[config.mk]
export PLATFORM = sky130hd
export DESIGN_NAME = led_pwm_decoder_flat
export DESIGN_NICKNAME = d
export VERILOG_FILES = /design/src/rtl/led_pwm_decoder_if.sv /design/src/rtl/led_pwm_decoder.sv /design/src/flat_wrapper.sv
export SDC_FILE = /design/constraint.sdc
export NUM_CORES = 1
export LEC_CHECK = 0
export CAP_MARGIN = 20
export CORE_MARGIN = 5
export CORE_UTILIZATION = 45
export CTS_CLUSTER_DIAMETER = 120
export DETAILED_ROUTE_END_ITERATION = 16
export DONT_BUFFER_PORTS = 1
export MAX_ROUTING_LAYER = met4
export SYNTH_ARGS = -nofsm -noshare
export SYNTH_HDL_FRONTEND = slang
export SYNTH_SLANG_ARGS = --single-unit
[constraint.sdc]
create_clock -name clk -period 3.4 [get_ports clk]
set_clock_uncertainty 0.15 [all_clocks]
set_input_delay 0.17 -clock clk [delete_from_list [all_inputs] [get_ports clk]]
set_output_delay 0.17 -clock clk [all_outputs]
set_load 0.02 [all_outputs]
[src/rtl/led_pwm_decoder_if.sv]
// LED bus and decoded-result bundle for led_pwm_decoder.
// master: whoever drives the LED pins and consumes results; slave: the decoder.
interface led_pwm_decoder_if;
   logic [2:0] led_in;
   logic [7:0] red_level;
   logic [7:0] green_level;
   logic [7:0] blue_level;
   logic [2:0] dominant;
   logic       changed;
   logic       out_valid;

   modport master (
      output led_in,
      input  red_level, green_level, blue_level, dominant, changed, out_valid
   );

   modport slave (
      input  led_in,
      output red_level, green_level, blue_level, dominant, changed, out_valid
   );
endinterface

[src/rtl/led_pwm_decoder.sv]
// led_pwm_decoder: samples an active-low time-multiplexed RGB LED bus and
// publishes per-channel on-sample counts once per WINDOW_TICKS samples.
// Optional macro LED_PWM_DECODER_SYNC_EN puts a 2-flop synchronizer on led_in.
// led_in bit mapping: bit2=red, bit1=blue, bit0=green (0 = lit).
module led_pwm_decoder #(
   parameter int WINDOW_TICKS = 255,
   parameter int SAMPLE_DIV   = 1
) (
   input  logic             clk,
   input  logic             rst,
   led_pwm_decoder_if.slave bus
);

   // internal channel order: 0=red, 1=green, 2=blue
   localparam int NUM_CH = 3;

   logic [2:0]              led_s;
   logic [15:0]             div_cnt;
   logic                    sample_en;
   logic [7:0]              win_cnt;
   logic                    win_last;
   logic [NUM_CH-1:0]       ch_on;
   logic [NUM_CH-1:0][7:0]  acc;
   logic [NUM_CH-1:0][7:0]  cnt_new;
   logic [NUM_CH-1:0][7:0]  level_q;
   logic [2:0]              dom_new;
   logic [2:0]              dom_q;
   logic                    changed_q;
   logic                    valid_q;

`ifdef LED_PWM_DECODER_SYNC_EN
   logic [2:0] sync_q1, sync_q2;

   // two-flop synchronizer; resets to all-off so no phantom samples leak in
   always_ff @(posedge clk) begin
      if (rst) begin
         sync_q1 <= 3'b111;
         sync_q2 <= 3'b111;
      end else begin
         sync_q1 <= bus.led_in;
         sync_q2 <= sync_q1;
      end
   end

   assign led_s = sync_q2;
`else
   assign led_s = bus.led_in;
`endif

   assign sample_en = (div_cnt == 16'(SAMPLE_DIV - 1));
   assign win_last  = sample_en && (win_cnt == 8'(WINDOW_TICKS - 1));
   assign ch_on     = {~led_s[1], ~led_s[0], ~led_s[2]};

   // sample-enable divider, wraps on the enable cycle
   always_ff @(posedge clk) begin
      if (rst)            div_cnt <= '0;
      else if (sample_en) div_cnt <= '0;
      else                div_cnt <= div_cnt + 16'd1;
   end

   // window position; clears on the final sample so windows abut with no gap
   always_ff @(posedge clk) begin
      if (rst)            win_cnt <= '0;
      else if (win_last)  win_cnt <= '0;
      else if (sample_en) win_cnt <= win_cnt + 8'd1;
   end

   // per-channel accumulators; cnt_new folds in the current sample so the
   // final sample of a window lands in the published count
   for (genvar ch = 0; ch < NUM_CH; ch++) begin : g_ch
      assign cnt_new[ch] = acc[ch] + 8'(ch_on[ch]);

      // count lit samples, restart at window end
      always_ff @(posedge clk) begin
         if (rst)            acc[ch] <= '0;
         else if (win_last)  acc[ch] <= '0;
         else if (sample_en) acc[ch] <= cnt_new[ch];
      end
   end

   // strongest channel of the window being closed; ties go red > green > blue
   always_comb begin
      dom_new = 3'b111;
      if (cnt_new[0] != 8'd0 && cnt_new[0] >= cnt_new[1] && cnt_new[0] >= cnt_new[2])
         dom_new = 3'b011;
      else if (cnt_new[1] != 8'd0 && cnt_new[1] >= cnt_new[2])
         dom_new = 3'b110;
      else if (cnt_new[2] != 8'd0)
         dom_new = 3'b101;
   end

   // publish registers: results and strobe update together on the final sample
   always_ff @(posedge clk) begin
      if (rst) begin
         level_q   <= '0;
         dom_q     <= 3'b111;
         changed_q <= 1'b0;
         valid_q   <= 1'b0;
      end else begin
         valid_q <= win_last;
         if (win_last) begin
            level_q   <= cnt_new;
            dom_q     <= dom_new;
            changed_q <= (cnt_new != level_q);
         end
      end
   end

   assign bus.red_level   = level_q[0];
   assign bus.green_level = level_q[1];
   assign bus.blue_level  = level_q[2];
   assign bus.dominant    = dom_q;
   assign bus.changed     = changed_q;
   assign bus.out_valid   = valid_q;

endmodule

[src/flat_wrapper.sv]
// flat-port wrapper written by rule: the top's interface ports become plain ports
module led_pwm_decoder_flat 
#(
   parameter int WINDOW_TICKS = 255,
   parameter int SAMPLE_DIV   = 1
)
  (clk, rst, bus_led_in, bus_red_level, bus_green_level, bus_blue_level, bus_dominant, bus_changed, bus_out_valid);
  led_pwm_decoder_if bus_i ();
  input  logic clk;
  input  logic rst;
  input wire logic [$bits(bus_i.led_in)-1:0] bus_led_in;
  output wire logic [$bits(bus_i.red_level)-1:0] bus_red_level;
  output wire logic [$bits(bus_i.green_level)-1:0] bus_green_level;
  output wire logic [$bits(bus_i.blue_level)-1:0] bus_blue_level;
  output wire logic [$bits(bus_i.dominant)-1:0] bus_dominant;
  output wire logic [$bits(bus_i.changed)-1:0] bus_changed;
  output wire logic [$bits(bus_i.out_valid)-1:0] bus_out_valid;
  assign bus_i.led_in = bus_led_in;
  assign bus_red_level = bus_i.red_level;
  assign bus_green_level = bus_i.green_level;
  assign bus_blue_level = bus_i.blue_level;
  assign bus_dominant = bus_i.dominant;
  assign bus_changed = bus_i.changed;
  assign bus_out_valid = bus_i.out_valid;
  led_pwm_decoder #(.WINDOW_TICKS(WINDOW_TICKS), .SAMPLE_DIV(SAMPLE_DIV)) u_core (.clk(clk), .rst(rst), .bus(bus_i));
endmodule
==> qor.tcl, run 1 <==
set qor(area_of_combinational_cells_with_multiple_inputs_mm2) 0.00246
set qor(finalWirelength_um) 9050
set qor(clock_pin_slew_reported_for_the_worst_setup_and_hold_paths_after_clock_tree_synthesis_ns) 0.08
set qor(post_drt_via_cell_ratio) 5.33
set qor(worstRegToRegCells) 10
set qor(drt_pass1_iterations) 4
set qor(power_frac_clock) 0.389
set qor(cellPowerDensity_mw_per_mm2) 402
set qor(synthesis.instances) 492
set qor(worstPathRequired_ns) 3.49
set qor(power.static_leakage_nw) 1.71
set qor(fillCellCount) 892
set qor(cts.path.max_buffers) 2
set qor(period_needed_ns) 3.04
set qor(grt_setup_unrepaired) {false}
set qor(worstHoldStart) {bus_led_in[2]}
set qor(route.vias.total) 3235
set qor(top_level_ports) 34
set qor(setup_total_negative_slack_ns) 0
set qor(hold_endpoint) {u_core.bus.red_level[0]}
set qor(endpoint_of_the_lowest_slack_register_to_register_path) {u_core.bus.dominant[1]}
set qor(number_of_flops_mapped_to_enable_cells_by_yosys) 0
set qor(worstHoldPathType) {input pin to flop}
set qor(syn_nets) 523
set qor(core-area_mm2) 0.00911
set qor(cts_sinks) 77
set qor(synthToLayoutAreaGrowth_pct) 8.54
set qor(drtIter0Drc) 103
set qor(timing.max_slew.rel_slack) 0.483
set qor(yosys-top-cells-area) {sky130_fd_sc_hd__dfxtp_1 (37%), sky130_fd_sc_hd__xnor2_1 (9.3%), sky130_fd_sc_hd__xor2_1 (8.4%)}
set qor(route.detailed.drc) 0
set qor(synth.top_cells.by_count) {sky130_fd_sc_hd__nor2_1 (89), sky130_fd_sc_hd__dfxtp_1 (77), sky130_fd_sc_hd__xnor2_1 (44)}
set qor(power.net_switching_w) 0.000440
set qor(post_cts_setup_buffers) 0
set qor(ys_warn_count) 0
set qor(final_net_count) 523
set qor(routedWlPerCell_um) 14.9
set qor(holdPathStages) 4
set qor(critical_path.reg2reg.startpoint) {u_core.acc[8]}
set qor(tritoncts_clock_tree) {yes}
set qor(pwr-share-comb) 0.101
set qor(grt_pass1_wl_um) 15500
set qor(seq_power_share) 0.510
set qor(data_arrival_time_of_the_worst_path_ns) 3.13
set qor(synth_seq_cells) 77
set qor(critical_path.startpoint_type) {flop}
set qor(crit_path_end_kind) {flop}
set qor(maxCapViolCount) 0
set qor(hpwlAfterDp_um) 6620
set qor(p_int_w) 0.00137
set qor(post_synthesis_sequential_area_ratio) 0.372
set qor(worst_pin_slew_ns) 0.770
set qor(synthMostInstantiatedCell) {sky130_fd_sc_hd__nor2_1}
set qor(run_status) {completed}
set qor(async_flop_share) 0
set qor(gp_routability_congestion) 0.835
set qor(start_util) 0.455
set qor(synth.distinct_cells) 47
set qor(largest_net_degree_at_the_start_of_global_routing) 40
set qor(grt_antenna_before_repair) 0
set qor(hold-worst-slack_ns) 0.130
set qor(row_count) 35
set qor(yosysTopAreaCell) {sky130_fd_sc_hd__dfxtp_1}
set qor(ff2ff_setup_slack_ns) 0.36
set qor(tcrit_tclk_final) 0.895
set qor(port_buffers) 0
set qor(die_area_mm2) 0.0112
set qor(gr-usage-all-layers) 0.176
set qor(crit_fanout) 5
set qor(clock.fmax_ghz) 0.329
set qor(worst-setup-path-type) {flop to flop}
set qor(synth_flop_cell) {sky130_fd_sc_hd__dfxtp_1}
set qor(slew_violations) 0
set qor(cts-root-buf) {sky130_fd_sc_hd__clkbuf_8}
set qor(timing.final.hold_violations) 0
set qor(tritoncts.num_buffers) 9
set qor(overall_power_w) 0.00181
set qor(worst_skew_pair.late_latency_ns) 0.35
set qor(die_width_um) 106
set qor(die-height_um) 106
set qor(synth_top_area_frac) 0.372
set qor(clock_tree.htree_level_count) 3
set qor(ant_nets) 0
set qor(synthesis.area_mm2) 0.00415
set qor(first_global_vias) 3204
set qor(synth_area_per_cell_um2) 8.43
set qor(final_core_utilization) 0.494
set qor(worst_ir_drop_vdd_uv) 239
set qor(gr-total-overflow) 0
set qor(power.share.switching) 0.243
set qor(final-seq-area_mm2) 0.00154
set qor(antenna_cells) 0
set qor(setup_viol) 0
set qor(post_route_cells_drive_above_1_share) 0.0665
-- per-stage QoR --
step | instance area [um2] | setup slack, ns | instances
final | 4500 | 0.356 | 607
after global routing | 4500 | 0.0876 | 607
after CTS | 4490 | 0.315 | 606
after detailed placement | 4280 | 0.358 | 590
after global placement | 4280 | 0.423 | 590
after floorplan | 4150 | 0.513 | 492
-- repair_timing --
item,in CTS,in global routing
hold buffers,1,0
hold endpoints to repair,29,0
setup endpoints to repair,0,1
resized for setup,0,1
-- cells by family after synthesis --
kind of cell    share of synthesized area
xor+xnor                            0.188
fa+ha+maj                          0.0808
flops                               0.372
buf+inv                            0.0371
compound gates                     0.0884
simple gates                        0.234
-- state kept, by name (all words and copies together) (netlist names) --
name                    cells
u_core.acc                 24
u_core.bus.blue_level       8
u_core.bus.changed          1
u_core.bus.dominant         3
u_core.bus.green_level      8
u_core.bus.out_valid        1
u_core.bus.red_level        8
u_core.div_cnt             16
u_core.win_cnt              8
-- cell type report --
class | instances | area share
clock inverter | 3 | 0.0100
inverter | 14 | 0.0117
clock buffer | 12 | 0.0345
timing repair buffer | 12 | 0.0250
multi-input combinational | 378 | 0.546
tap | 111 | 0.0309
sequential | 77 | 0.342
-- cells in the final DEF, fill, tap and decap left out, types with 4 or more instances in the layout --
cell type / n
sky130_fd_sc_hd__dfxtp_1: 77
sky130_fd_sc_hd__inv_1: 14
sky130_fd_sc_hd__a211oi_1: 14
sky130_fd_sc_hd__buf_4: 9
sky130_fd_sc_hd__a31oi_1: 4
sky130_fd_sc_hd__nand2b_1: 5
sky130_fd_sc_hd__nor4_1: 7
sky130_fd_sc_hd__ha_1: 26
sky130_fd_sc_hd__nor3_1: 13
sky130_fd_sc_hd__xnor2_1: 44
sky130_fd_sc_hd__nor2_1: 88
sky130_fd_sc_hd__o21ai_0: 8
sky130_fd_sc_hd__nand3_1: 17
sky130_fd_sc_hd__and3_1: 7
sky130_fd_sc_hd__nand4_1: 14
sky130_fd_sc_hd__a21oi_1: 19
sky130_fd_sc_hd__xor2_1: 40
sky130_fd_sc_hd__clkbuf_8: 11
sky130_fd_sc_hd__nand2_1: 42
-- power groups by stage --
stage / combinational [W] / clock (W) / sequential, W
floorplan: 0.000140 / 0 / 0.000941
global placement: 0.000170 / 0 / 0.000944
detailed placement: 0.000174 / 0 / 0.000944
CTS: 0.000182 / 0.000730 / 0.000923
global route: 0.000208 / 0.000772 / 0.000924
finish: 0.000184 / 0.000704 / 0.000923
-- critical path, cell delays in order, from the launching register on --
cell and delay (ns):
sky130_fd_sc_hd__dfxtp_1 0.34, sky130_fd_sc_hd__ha_1 0.19, sky130_fd_sc_hd__ha_1 0.26, sky130_fd_sc_hd__nand3_1 0.21, sky130_fd_sc_hd__xor2_1 0.28, sky130_fd_sc_hd__ha_1 0.30, sky130_fd_sc_hd__o2111a_1 0.15, sky130_fd_sc_hd__a2111oi_1 0.38
sky130_fd_sc_hd__o31ai_1 0.14, sky130_fd_sc_hd__and3_1 0.19, sky130_fd_sc_hd__o32a_1 0.33
-- layer usage --
metal | track usage | part of all wire
met1 | 0.213 | 0.47
met2 | 0.284 | 0.47
met3 | 0.0498 | 0.045
met4 | 0.0537 | 0.019
met5 | - | 0
-- worst max path at each step --
stage | startpoint | to | slack [ns] | cells past startpoint
after floorplan | u_core.acc[0] | u_core.bus.dominant[1] | 0.51 | 10
after global placement | u_core.acc[0] | u_core.bus.dominant[1] | 0.42 | 10
after detailed placement | u_core.acc[0] | u_core.bus.dominant[1] | 0.36 | 10
after CTS | u_core.acc[0] | u_core.bus.dominant[1] | 0.31 | 10
after global routing | u_core.acc[8] | u_core.bus.dominant[1] | 0.09 | 10
final | u_core.acc[8] | u_core.bus.dominant[1] | 0.36 | 10
No activity file was read; power rests on OpenSTA's default activity.
==> inputs of run 2 (changes only) <==
--- a/config.mk
+++ b/config.mk
@@ -12,6 +12,7 @@
 export DETAILED_ROUTE_END_ITERATION = 16
 export DONT_BUFFER_PORTS = 1
 export MAX_ROUTING_LAYER = met4
+export REMOVE_ABC_BUFFERS = 1
 export SYNTH_ARGS = -nofsm -noshare
 export SYNTH_HDL_FRONTEND = slang
 export SYNTH_SLANG_ARGS = --single-unit
==> constraint.sdc (replaced) <==
create_clock -name clk -period 3.6 [get_ports clk]
set_clock_uncertainty 0.15 [all_clocks]
set_input_delay 0.18 -clock clk [delete_from_list [all_inputs] [get_ports clk]]
set_output_delay 0.18 -clock clk [all_outputs]
set_load 0.02 [all_outputs]
==> qor.tcl, run 2 (synthesized netlist as in run 1, its figures left out) <==
set qor(holdPathStages) 4 ;# unchanged
set qor(timing.max_slew.rel_slack) 0.270 ;# -0.214
set qor(start_util) 0.455 ;# unchanged
set qor(finalWirelength_um) 9160 ;# +1.3%
set qor(ant_nets) 0 ;# unchanged
set qor(port_buffers) 0 ;# unchanged
set qor(worst_ir_drop_vdd_uv) 185 ;# -23%
set qor(worstPathRequired_ns) 3.70 ;# +0.21 ns
set qor(largest_register_ff_count) 24 ;# unchanged
set qor(setup_viol) 0 ;# unchanged
set qor(row_count) 35 ;# unchanged
set qor(antenna_cells) 0 ;# unchanged
set qor(die_width_um) 106 ;# unchanged
set qor(grt_pass1_wl_um) 15200 ;# -2.0%
set qor(final-seq-area_mm2) 0.00154 ;# unchanged
set qor(tcrit_tclk_final) 0.881 ;# -0.0142
set qor(largest_net_degree_at_the_start_of_global_routing) 40 ;# unchanged
set qor(power.static_leakage_nw) 1.71 ;# about the same
set qor(worstRegToRegCells) 10 ;# unchanged
set qor(run_status) {completed}
set qor(drtIter0Drc) 99 ;# -3.9%
set qor(period_needed_ns) 3.17 ;# +0.128 ns
set qor(final_critical_path_setup_slack_ns) 0.428 ;# +0.0720 ns
set qor(synthToLayoutAreaGrowth_pct) 8.21
set qor(worst-setup-path-type) {flop to flop}
set qor(fillCellCount) 901 ;# +1.0%
set qor(post_route_cells_drive_above_1_share) 0.0667 ;# +0.000134
set qor(post_cts_setup_buffers) 0 ;# unchanged
set qor(worst_skew_pair.late_latency_ns) 0.36 ;# about the same
set qor(slew_violations) 0 ;# unchanged
set qor(core-area_mm2) 0.00911 ;# unchanged
set qor(cts.path.max_buffers) 2 ;# unchanged
set qor(regMostFlops) {u_core.acc}
set qor(hpwlAfterDp_um) 6560 ;# -0.89%
set qor(worst_pin_slew_ns) 1.09 ;# +0.322 ns
set qor(setup_total_negative_slack_ns) 0 ;# unchanged
set qor(grt_antenna_before_repair) 0 ;# unchanged
set qor(gr-total-overflow) 0 ;# unchanged
set qor(route.vias.total) 3219 ;# -0.49%
set qor(clock_tree.htree_level_count) 3 ;# unchanged
set qor(critical_path.reg2reg.startpoint) {u_core.acc[8]}
set qor(maxCapViolCount) 0 ;# unchanged
set qor(cts_sinks) 77 ;# unchanged
set qor(clock_pin_slew_reported_for_the_worst_setup_and_hold_paths_after_clock_tree_synthesis_ns) 0.08 ;# about the same
set qor(area_of_combinational_cells_with_multiple_inputs_mm2) 0.00245 ;# about the same
set qor(timing.final.hold_violations) 0 ;# unchanged
set qor(post-place-ws_ns) 0.392 ;# +0.0340 ns
set qor(worstHoldPathType) {input pin to flop}
set qor(tritoncts_clock_tree) {yes}
set qor(drt_pass1_iterations) 6 ;# +2
set qor(final_net_count) 521 ;# -0.38%
set qor(top_level_ports) 34 ;# unchanged
set qor(top_regs) {u_core.acc: 24 flops, u_core.div_cnt: 16 flops}
set qor(final_common_cell) {sky130_fd_sc_hd__nor2_1}
set qor(cts-root-buf) {sky130_fd_sc_hd__clkbuf_8}
set qor(clock.fmax_ghz) 0.315 ;# -4.0%
set qor(die_area_mm2) 0.0112 ;# unchanged
set qor(startpoint) {u_core.acc[8]}
set qor(tritoncts.num_buffers) 9 ;# unchanged
set qor(critical_path.startpoint_type) {flop}
set qor(grt_setup_unrepaired) {false}
set qor(data_arrival_time_of_the_worst_path_ns) 3.27 ;# +0.14 ns
set qor(crit_path_end_kind) {flop}
set qor(cellPowerDensity_mw_per_mm2) 396 ;# -1.5%
set qor(crit_fanout) 5 ;# unchanged
set qor(first_global_vias) 3066 ;# -4.3%
set qor(worstHoldStart) {bus_led_in[2]}
set qor(routedWlPerCell_um) 15.1 ;# +1.5%
set qor(post_drt_via_cell_ratio) 5.31 ;# -0.33%
set qor(route.detailed.drc) 0 ;# unchanged
set qor(gr-usage-all-layers) 0.174 ;# -0.00179
set qor(commonest_non_fill_non_tap_cells_in_the_layout) {sky130_fd_sc_hd__nor2_1 (88), sky130_fd_sc_hd__dfxtp_1 (77), sky130_fd_sc_hd__xnor2_1 (44), sky130_fd_sc_hd__nand2_1 (42), sky130_fd_sc_hd__xor2_1 (40)}
set qor(die-height_um) 106 ;# unchanged
set qor(gp_routability_congestion) 0.865 ;# +3.5%
[run 2: power by group]
group,switching [W],internal [W]
Sequential,0.0000104,0.000861
Clock,0.000342,0.000394
Combinational,0.0000970,0.0000754
[run 2: cell type report]
| cell class | instances | share of cell area |
|---|---|---|
| multi-input combinational | 378 | 0.547 |
| sequential | 77 | 0.343 |
| tap | 111 | 0.0309 |
| clock buffer | 9 | 0.0276 |
| clock inverter | 7 | 0.0220 |
| timing repair buffer | 10 | 0.0173 |
| inverter | 14 | 0.0117 |
[run 2: critical path, stage by stage, from the launching register on]
cell and delay [ns]:
sky130_fd_sc_hd__dfxtp_1 0.34, sky130_fd_sc_hd__ha_1 0.19, sky130_fd_sc_hd__ha_1 0.25, sky130_fd_sc_hd__nand3_1 0.19, sky130_fd_sc_hd__xor2_1 0.30, sky130_fd_sc_hd__ha_1 0.31
sky130_fd_sc_hd__o2111a_1 0.14, sky130_fd_sc_hd__a2111oi_0 0.49, sky130_fd_sc_hd__o31ai_1 0.16, sky130_fd_sc_hd__and3_1 0.21, sky130_fd_sc_hd__o32a_1 0.34
[run 2: final timing paths]
kind	endpoint	slack (ns)
max	u_core.bus.dominant[1]	0.43
min	u_core.bus.red_level[0]	0.17
min reg2reg	u_core.div_cnt[0]	0.33
max reg2reg	u_core.bus.dominant[1]	0.43
[run 2: routing by layer]
| metal | vias to the layer above | part of all wire | routed length, um | GRT usage |
|---|---|---|---|---|
| met5 | - | 0 | 0 | - |
| li1 | 1657 | - | - | - |
| met1 | 1511 | 0.47 | 4290 | 0.211 |
| met4 | 0 | 0.014 | 127 | 0.0583 |
| met2 | 41 | 0.48 | 4390 | 0.286 |
| met3 | 10 | 0.038 | 352 | 0.0407 |
[run 2: metrics by stage]
stage | power (W) | utilization | cells | area [um2] | hold WS (ns)
6_report | 0.00178 | 0.493 | 606 | 4490 | 0.167
5_1_grt | 0.00185 | 0.493 | 606 | 4490 | 0.210
4_1_cts | 0.00180 | 0.493 | 606 | 4490 | 0.173
3_5_place_dp | 0.00106 | 0.467 | 589 | 4260 | 0.105
3_3_place_gp | 0.00105 | 0.467 | 589 | 4260 | 0.104
2_1_floorplan | 0.00101 | - | 469 | 4050 | 0.0991
[run 2: repair_timing]
action | CTS | global route
hold endpoints to repair | 29 | 0
hold buffers | 1 | 0
gates resized for setup | 0 | 0
==> inputs of run 3 (changes only) <==
--- a/config.mk
+++ b/config.mk
@@ -5,12 +5,14 @@
 export SDC_FILE = /design/constraint.sdc
 export NUM_CORES = 1
 export LEC_CHECK = 0
+export ABC_AREA = 1
 export CAP_MARGIN = 20
 export CORE_MARGIN = 5
 export CORE_UTILIZATION = 45
-export CTS_CLUSTER_DIAMETER = 120
+export CTS_CLUSTER_DIAMETER = 200
 export DETAILED_ROUTE_END_ITERATION = 16
 export DONT_BUFFER_PORTS = 1
+export HOLD_SLACK_MARGIN = 0.03
 export MAX_ROUTING_LAYER = met4
 export REMOVE_ABC_BUFFERS = 1
 export SYNTH_ARGS = -nofsm -noshare
==> qor.tcl, run 3 <==
set qor(start_util) 0.455 ;# about the same
set qor(synth.distinct_cells) 36 ;# -23%
set qor(crit_path_end_kind) {flop}
set qor(timing.final.hold_violations) 0 ;# unchanged
set qor(worst-setup-path-type) {flop to flop}
set qor(largest_register_ff_count) 24 ;# unchanged
set qor(cts-root-buf) {sky130_fd_sc_hd__clkbuf_8}
set qor(final_core_utilization) 0.491 ;# -0.00215
set qor(grt_pass1_wl_um) 17400 ;# +14%
set qor(cts_hold_repair.buffers) 1 ;# unchanged
set qor(worstHoldPathType) {input pin to flop}
set qor(grt_antenna_before_repair) 0 ;# unchanged
set qor(antenna_cells) 0 ;# unchanged
set qor(cts.path.max_buffers) 2 ;# unchanged
set qor(largest_net_degree_at_the_start_of_global_routing) 29 ;# -28%
set qor(gp_routability_congestion) 0.823 ;# -4.8%
set qor(commonest_non_fill_non_tap_cells_in_the_layout) {sky130_fd_sc_hd__nand2_1 (173), sky130_fd_sc_hd__inv_1 (86), sky130_fd_sc_hd__dfxtp_1 (77), sky130_fd_sc_hd__nor2_1 (47), sky130_fd_sc_hd__a21oi_1 (45)}
set qor(setup_viol) 0 ;# unchanged
set qor(first_global_vias) 3711 ;# +21%
set qor(die_width_um) 109 ;# +2.8%
set qor(grt_setup_unrepaired) {false}
set qor(synth_area_per_cell_um2) 7.09 ;# -16%
set qor(row_count) 36 ;# +2.9%
set qor(ff2ff_setup_slack_ns) 0.77 ;# +0.34 ns
set qor(final_area_mm2) 0.00475 ;# +5.9%
set qor(clock_tree.htree_level_count) 3 ;# unchanged
set qor(ant_nets) 0 ;# unchanged
set qor(worst_ir_drop_vdd_uv) 191 ;# +3.6%
set qor(clock.fmax_ghz) 0.353 ;# +12%
set qor(cellPowerDensity_mw_per_mm2) 370 ;# -6.6%
set qor(period_needed_ns) 2.83 ;# -0.340 ns
set qor(setup_total_negative_slack_ns) 0 ;# unchanged
set qor(clock_pin_slew_reported_for_the_worst_setup_and_hold_paths_after_clock_tree_synthesis_ns) 0.08 ;# about the same
set qor(power.static_leakage_nw) 1.99 ;# +17%
set qor(crit_fanout) 3 ;# -2
set qor(synthToLayoutAreaGrowth_pct) 7.72
set qor(fillCellCount) 1015 ;# +13%
set qor(number_of_flops_mapped_to_enable_cells_by_yosys) 0 ;# unchanged
set qor(final_common_cell) {sky130_fd_sc_hd__nand2_1}
set qor(async_flop_share) 0 ;# unchanged
set qor(critical_path.startpoint_type) {flop}
set qor(synth_top_area_frac) 0.350 ;# -0.0221
set qor(routedWlPerCell_um) 13.5 ;# -11%
set qor(tcrit_tclk_final) 0.787 ;# -0.0944
set qor(worstPathRequired_ns) 3.70 ;# about the same
set qor(yosysTopAreaCell) {sky130_fd_sc_hd__dfxtp_1}
set qor(post_synthesis_sequential_area_ratio) 0.350 ;# -0.0221
set qor(cts_sinks) 77 ;# unchanged
set qor(timing.max_slew.rel_slack) 0.563 ;# +0.294
set qor(run_status) {completed}
set qor(post_drt_via_cell_ratio) 4.97 ;# -6.4%
set qor(synth_flop_cell) {sky130_fd_sc_hd__dfxtp_1}
set qor(worst_pin_slew_ns) 0.654 ;# -0.438 ns
set qor(tritoncts_clock_tree) {yes}
set qor(synthesis.instances) 622 ;# +26%
set qor(slew_violations) 0 ;# unchanged
set qor(post_cts_setup_buffers) 0 ;# unchanged
set qor(ys_warn_count) 0 ;# unchanged
set qor(hpwlAfterDp_um) 7760 ;# +18%
set qor(synth.top_cells.by_count) {sky130_fd_sc_hd__nand2_1 (173), sky130_fd_sc_hd__inv_1 (86), sky130_fd_sc_hd__dfxtp_1 (77)}
set qor(die-height_um) 109 ;# +2.8%
set qor(port_buffers) 0 ;# unchanged
set qor(drtIter0Drc) 128 ;# +29%
set qor(overall_power_w) 0.00176 ;# -1.1%
set qor(yosys-top-cells-area) {sky130_fd_sc_hd__dfxtp_1 (35%), sky130_fd_sc_hd__nand2_1 (15%), sky130_fd_sc_hd__ha_1 (7.4%)}
set qor(regMostFlops) {u_core.acc}
set qor(gr-total-overflow) 0 ;# unchanged
set qor(top_regs) {u_core.acc: 24 flops, u_core.div_cnt: 16 flops}
set qor(finalWirelength_um) 10300 ;# +13%
set qor(core-area_mm2) 0.00968 ;# +6.3%
set qor(hold-worst-slack_ns) 0.182 ;# +0.0147 ns
set qor(final_net_count) 657 ;# +26%
set qor(gr-usage-all-layers) 0.190 ;# +0.0163
set qor(synth_seq_cells) 77 ;# unchanged
set qor(post_cts_sizing) 0 ;# unchanged
set qor(route.vias.total) 3799 ;# +18%
set qor(data_arrival_time_of_the_worst_path_ns) 2.94 ;# -0.33 ns
set qor(drt_pass1_iterations) 4 ;# -2
set qor(dpl_cell_area_mm2) 0.00454 ;# +6.6%
set qor(maxCapViolCount) 0 ;# unchanged
set qor(die_area_mm2) 0.0119 ;# +5.7%
set qor(worst_skew_pair.late_latency_ns) 0.36 ;# about the same
set qor(synthesis.area_mm2) 0.00441 ;# +6.3%
set qor(route.detailed.drc) 0 ;# unchanged
set qor(synthMostInstantiatedCell) {sky130_fd_sc_hd__nand2_1}
set qor(post_route_cells_drive_above_1_share) 0.0872 ;# +0.0205
set qor(tritoncts.num_buffers) 9 ;# unchanged
set qor(top_level_ports) 34 ;# unchanged
run 3: changes by cell type in the layout (fill, tap and decap cells not counted), sizes merged, moves of 6 or more:
| cell | previous run | this run |
|---|---|---|
| a211oi | 14 | 1 |
| a21oi | 19 | 45 |
| and3 | 7 | 0 |
| inv | 15 | 92 |
| nand2 | 42 | 175 |
| nand3 | 20 | 26 |
| nor2 | 90 | 48 |
| o21ai | 8 | 28 |
| o22ai | 1 | 10 |
| xnor2 | 46 | 10 |
| xor2 | 40 | 20 |
run 3: critical path, stage by stage (launching register included):
cell and delay, ns:
sky130_fd_sc_hd__dfxtp_1 0.34, sky130_fd_sc_hd__ha_1 0.17, sky130_fd_sc_hd__nand3_1 0.14, sky130_fd_sc_hd__nor2_1 0.28, sky130_fd_sc_hd__nand3_1 0.21, sky130_fd_sc_hd__xnor2_1 0.36, sky130_fd_sc_hd__ha_1 0.31, sky130_fd_sc_hd__a31o_2 0.25
sky130_fd_sc_hd__inv_1 0.05, sky130_fd_sc_hd__nand2_1 0.05, sky130_fd_sc_hd__nand3_1 0.18, sky130_fd_sc_hd__nand2_1 0.09, sky130_fd_sc_hd__nor2_1 0.11, sky130_fd_sc_hd__nor2_1 0.05
run 3: area by class of cell:
| type | count | area, um2 | area share |
|---|---|---|---|
| clock inverter | 7 | 80.1 | 0.0169 |
| clock buffer | 9 | 124 | 0.0261 |
| timing repair buffer | 5 | 40.0 | 0.00843 |
| inverter | 90 | 338 | 0.0711 |
| multi-input combinational | 443 | 2460 | 0.518 |
| tap | 133 | 166 | 0.0350 |
| sequential | 77 | 1540 | 0.324 |
run 3: worst paths after layout:
| kind | depth (start not counted) | startpoint | to |
|---|---|---|---|
| max reg2reg | 13 | u_core.acc[0] | u_core.bus.dominant[1] |
| min | 4 | bus_led_in[0] | u_core.acc[8] |
| max | 13 | u_core.acc[0] | u_core.bus.dominant[1] |
| min reg2reg | 1 | u_core.div_cnt[0] | u_core.div_cnt[0] |
run 3: power breakdown:
group          leakage, nW  internal, W  switching (W)
clock network       0.0968     0.000329       0.000359
registers            0.622     0.000861     0.00000834
logic                 1.27    0.0000748       0.000128
run 3: cells by family (layout without fill, tap and decap cells):
logic type,count (synthesis),in the layout,synth area share
AOI/OAI and AO/OA,94,94,0.138
buffers and inverters,102,111,0.0925
DFF,77,77,0.350
xor gates and xnor gates,30,30,0.0596
adders and majority gates,26,26,0.0738
and+or+nand+nor,293,293,0.286
run 3: routing by layer:
metal	global-route usage	part of all wire	up-vias	routed length, um
met1	0.232	0.48	1733	4970
met2	0.320	0.48	44	4910
met5	-	0	-	0
met4	0.0622	0.013	0	139
li1	-	-	2010	-
met3	0.0308	0.029	12	294
run 3: metrics by stage:
stage / instances / setup slack, ns
CTS: 764 / 0.808
global route: 764 / 0.567
floorplan: 610 / 1.07
finish: 764 / 0.768
global placement: 747 / 0.870
detailed placement: 747 / 0.828
